## config.mk

```make
export PLATFORM = sky130hd
export DESIGN_NAME = vram_arbiter
export DESIGN_NICKNAME = d
export VERILOG_FILES = /design/src/rtl/vram_arbiter.sv
export SDC_FILE = /design/constraint.sdc
export NUM_CORES = 1
export LEC_CHECK = 0
export CAP_MARGIN = 5
export CORE_UTILIZATION = 41
export DETAILED_ROUTE_END_ITERATION = 10
export GPL_TIMING_DRIVEN = 0
export PLACE_DENSITY = 0.88
export SETUP_SLACK_MARGIN = 0.3
export SLEW_MARGIN = 5
export SYNTH_ARGS = -nofsm -noshare
export SYNTH_HDL_FRONTEND = slang
export SYNTH_SLANG_ARGS = --single-unit
```

## constraint.sdc

```tcl
create_clock -name clk_i -period 2 [get_ports clk_i]
set_input_delay 0.3 -clock clk_i [delete_from_list [all_inputs] [get_ports clk_i]]
set_output_delay 0.3 -clock clk_i [all_outputs]
set_load 0.02 [all_outputs]
```

## src/rtl/vram_arbiter.sv

```systemverilog
// Two-port VRAM arbiter: VGA scan-out has priority, the sand engine gets a
// forced grant after waiting STARVE_LIMIT cycles. Read data returns 2 cycles after grant.
module vram_arbiter #(
    parameter int VRAM_ADDR_WIDTH = 19,
    parameter int VRAM_DATA_WIDTH = 1,
    parameter int STARVE_LIMIT    = 15
) (
    input  logic                       clk_i,
    input  logic                       reset_i,
    input  logic                       disp_req_i,
    input  logic [VRAM_ADDR_WIDTH-1:0] disp_addr_i,
    output logic [VRAM_DATA_WIDTH-1:0] disp_rdata_o,
    output logic                       disp_rvalid_o,
    output logic                       disp_miss_o,
    input  logic                       eng_req_i,
    input  logic                       eng_we_i,
    input  logic [VRAM_ADDR_WIDTH-1:0] eng_addr_i,
    input  logic [VRAM_DATA_WIDTH-1:0] eng_wdata_i,
    output logic                       eng_gnt_o,
    output logic [VRAM_DATA_WIDTH-1:0] eng_rdata_o,
    output logic                       eng_rvalid_o,
    output logic [VRAM_ADDR_WIDTH-1:0] vram_addr_o,
    output logic                       vram_we_o,
    output logic [VRAM_DATA_WIDTH-1:0] vram_wdata_o,
    input  logic [VRAM_DATA_WIDTH-1:0] vram_rdata_i
);

    localparam int WAIT_W = (STARVE_LIMIT > 0) ? $clog2(STARVE_LIMIT + 1) : 1;
    localparam logic [WAIT_W-1:0] WAIT_MAX = WAIT_W'(STARVE_LIMIT);

    localparam logic [1:0] TAG_NONE = 2'd0;
    localparam logic [1:0] TAG_DISP = 2'd1;
    localparam logic [1:0] TAG_ENG  = 2'd2;

    logic [WAIT_W-1:0]          wait_cnt_reg;
    logic [WAIT_W-1:0]          wait_cnt_next;
    logic [1:0]                 tag1_reg;
    logic [1:0]                 tag1_next;
    logic [1:0]                 tag2_reg;
    logic [VRAM_ADDR_WIDTH-1:0] vram_addr_reg;
    logic                       vram_we_reg;
    logic [VRAM_DATA_WIDTH-1:0] vram_wdata_reg;

    logic starve;
    logic disp_sel;
    logic disp_win;
    logic eng_win;

    always_comb begin
        starve        = (STARVE_LIMIT > 0) && (wait_cnt_reg == WAIT_MAX) && eng_req_i;
        // disp_sel is the pre-reset priority decision; reset only masks the grants
        disp_sel      = disp_req_i && !starve;
        disp_win      = disp_sel && !reset_i;
        eng_win       = eng_req_i && !disp_sel && !reset_i;
        wait_cnt_next = wait_cnt_reg;
        if (eng_win || !eng_req_i) begin
            wait_cnt_next = '0;
        end else if (wait_cnt_reg != WAIT_MAX) begin
            wait_cnt_next = wait_cnt_reg + WAIT_W'(1);
        end
        tag1_next = TAG_NONE;
        if (disp_win) begin
            tag1_next = TAG_DISP;
        end else if (eng_win && !eng_we_i) begin
            tag1_next = TAG_ENG;
        end
    end

    always_ff @(posedge clk_i or posedge reset_i) begin
        if (reset_i) begin
            vram_addr_reg  <= '0;
            vram_we_reg    <= 1'b0;
            vram_wdata_reg <= '0;
            tag1_reg       <= TAG_NONE;
            tag2_reg       <= TAG_NONE;
            wait_cnt_reg   <= '0;
        end else begin
            if (disp_win) begin
                vram_addr_reg <= disp_addr_i;
                vram_we_reg   <= 1'b0;
            end else if (eng_win) begin
                vram_addr_reg  <= eng_addr_i;
                vram_we_reg    <= eng_we_i;
                vram_wdata_reg <= eng_wdata_i;
            end else begin
                vram_we_reg <= 1'b0;
            end
            tag1_reg     <= tag1_next;
            tag2_reg     <= tag1_reg;
            wait_cnt_reg <= wait_cnt_next;
        end
    end

    assign vram_addr_o   = vram_addr_reg;
    assign vram_we_o     = vram_we_reg;
    assign vram_wdata_o  = vram_wdata_reg;
    assign eng_gnt_o     = eng_win;
    assign disp_miss_o   = starve && disp_req_i && !reset_i;

    // Returning read data is steered straight from the VRAM bus to its owner
    assign disp_rvalid_o = (tag2_reg == TAG_DISP);
    assign eng_rvalid_o  = (tag2_reg == TAG_ENG);
    assign disp_rdata_o  = disp_rvalid_o ? vram_rdata_i : '0;
    assign eng_rdata_o   = eng_rvalid_o ? vram_rdata_i : '0;

endmodule

```

==> impl_metrics.yaml <==
timing:
  hold_violations: 0
  fin_skew_ns: 0.007636
  whs_ns: 0.3287
  setup_viol: 0
  relSlewSlack_pct: 48.46
  report.final.slew_viol_count: 0
  worst_pin_slew_ns: 0.7730
  fin_crit_ns: 1.682
  max_freq_mhz: 594.4
  setup_tns_ns: 0
  period_share_pct: 84.11
  rsz0062_at_grt: "true"
  final.setup.worst_slack_ns: 0.3177
power_and_ir_drop:
  clockPowerShare_pct: 28.6
  power_density_nw_per_um2: 693.9
  swShare_pct: 29.09
  vdd_drop_max_uv: 399.7
  power_frac_comb_pct: 30.3
  finalPower_w: 0.001691
  power_leakage_nw: 1.056
  internal-power_w: 0.001199
  power_frac_seq_pct: 41.1
  switchingPower_w: 0.0004920
clock_network:
  cts_sinks: 29
  h-tree-depth: 2
  root_buffer: "clkbuf_8"
  cts_tree: "yes"
  clk_latency_ns: 0.28
  clockBufferDepth: 2
  clk_pin_slew_worst_paths_ns: 0.06
  cts_made_buffers: 5
die:
  fp-row-count: 22
  die_h_um: 63.89
  dieWidth_um: 63.89
  dieArea_um2: 4081
  io_pins: 72
  coreArea_um2: 3661
  start_util_pct: 42.89
synthesis:
  synth_compound_area_share_pct: 20.80
  syn-num-nets: 199
  netlist_area_um2: 1570
  synth-xor-area-share_pct: 0.5578
  synth_top_family_by_area: "simple AND/OR/NAND/NOR gates"
  yosysSeqAreaShare_pct: 46.22
  yosys_register_bits: 29
  postSynthAreaPerCell_um2: 10.26
  netlist_instances: 153
  synth_simple_gate_area_share_pct: 23.98
  synthMuxAreaShare_pct: 1.355
  ys_warn_count: 0
  ys_types: 30
  synthAdderAreaFrac_pct: 0.7968
cells_and_area:
  area_growth_pct: 55.22
  final_cell_mix: "62 x clkdlybuf4s50_1, 43 x nand2_1, 29 x dfrtp_1"
  layout.nets: 278
  final_common_cell: "clkdlybuf4s50_1"
  fin_cells: 280
  diodes: 0
  largest_reg_flops: 19
  fill_cells: 304
  drive_above_1_share_pct: 19.83
route:
  route.detailed.drc: 0
  wl_um: 3920
  antenna_left: 0
  dr_total_vias: 1481
  wire_per_inst_um: 14.00
  dr.pass1.iters: 4
  drt_iter0_drc: 89
  vias_per_cell: 5.289
placed_design:
  dp_cells: 270
  place_hpwl_um: 2729
  numPortBuffers: 69
  gp_congestion: 0.7079
  dp_slack_ns: -0.1358
worst_hold_path:
  hold_class: "input pin to flip-flop"
  hold_depth: 3
worst_setup_path:
  crit_fanout: 5
  cp-start-kind: "flip-flop"
  worstSetupPathType: "flip-flop to output port"
  critPathCaptureType: "output port"
  worstPathRequired_ns: 1.70
  arrival_ns: 1.38
  worst_r2r_path_depth: 6
grt:
  grt_first_pass_wirelength_um: 6686
  grt_max_degree: 39
  grt_usage_pct: 21.43
  grt_antenna_before_repair: 0
  first_global_vias: 1462
  grt_overflow: 0
job:
  cap_viol_max_count: 0
run_status:
  outcome: "complete, no violations"
==> power by group through the flow <==
stage	clock network (W)	registers, W	logic [W]
after global routing	0.000520	0.000704	0.000551
after floorplan	0	0.000773	0.000182
after detailed placement	0	0.000704	0.000501
after CTS	0.000497	0.000695	0.000513
final	0.000484	0.000696	0.000512
after global placement	0	0.000702	0.000491
==> metal layers <==
| metal | up-vias | GRT usage (%) | part of all wire (%) |
|---|---|---|---|
| met5 | - | 0 | 0 |
| met1 | 708 | 25.43 | 44 |
| met4 | 0 | 9.375 | 1.6 |
| met3 | 8 | 6.429 | 6.5 |
| met2 | 58 | 35.64 | 48 |
| li1 | 707 | - | - |
==> worst max-delay path: stages, from the launching register on <==
cell and delay, ns:
dfrtp_1 0.41, ha_4 0.19, nand3_4 0.13, a21boi_4 0.21, buf_4 0.17
==> Yosys cell counts <==
master	number	area [um^2]
nand2_1	43	161.4
dfrtp_1	29	725.7
nand4_1	20	125.1
o211ai_2	19	237.7
buf_4	5	37.54
clkbuf_1	4	15.01
nor2b_1	4	25.02
and2_1	3	18.77
buf_6	3	33.78
inv_1	2	7.510
nor2_1	2	7.510
a2111oi_1	1	10.01
a21boi_4	1	18.77
a21oi_1	1	5.000
a31oi_1	1	6.260
and3_4	1	11.26
buf_2	1	5.000
ha_1	1	12.51
mux2_1	1	11.26
mux2i_1	1	10.01
nand3_1	1	5.000
nand3_2	1	10.01
nor3_1	1	5.000
nor3b_1	1	7.510
o21ai_0	1	5.000
o21ba_2	1	10.01
o21bai_4	1	18.77
o22ai_1	1	6.260
o32ai_1	1	8.760
xnor2_1	1	8.760
==> final cells by class <==
class	instances	area, um^2	area share (%)
plain buffers	13	92.59	3.799
inverters	2	7.507	0.3080
flip-flops and latches	29	725.7	29.77
clock buffers	7	86.33	3.542
repair buffers	72	699.4	28.70
multi-input cells	109	765.7	31.42
well taps	48	60.06	2.464
==> through the flow <==
stage | utilization [%] | cell area (um^2)
finish | 66.58 | 2437
global route | 66.58 | 2437
CTS | 66.47 | 2434
detailed placement | 63.43 | 2322
floorplan | - | 1572
global placement | 63.43 | 2322
==> timing repair <==
item	CTS	global route
resized for setup	15	3
hold buffers	0	0
cloned	0	0
setup buffers	2	1
endpoints found under the setup margin	15	10
==> kinds of logic (layout without fill, tap and decap cells) <==
logic type,count (synthesis),in the layout
and+or+nand+nor,77,77
DFF,29,29
AOI/OAI and AO/OA,28,28
buffers and inverters,15,94
muxes,2,2
adders and majority gates,1,1
xor gates and xnor gates,1,1
==> final timing paths <==
check	slack (ns)	to	startpoint
setup / recovery	0.32	eng_gnt_o	wait_cnt_reg[0]$_DFFE_PP0P_
hold / removal	0.33	wait_cnt_reg[3]$_DFFE_PP0P_	eng_req_i
setup reg to reg	0.58	vram_addr_o[0]$_DFFE_PP0P_	wait_cnt_reg[0]$_DFFE_PP0P_
hold reg to reg	0.35	tag2_reg[1]$_DFF_PP0_	tag1_reg[1]$_DFF_PP0_
max in group asynchronous	0.95	vram_addr_o[3]$_DFFE_PP0P_	reset_i
min in group asynchronous	0.56	vram_addr_o[10]$_DFFE_PP0P_	reset_i
No activity file was read; power rests on OpenSTA's default activity.
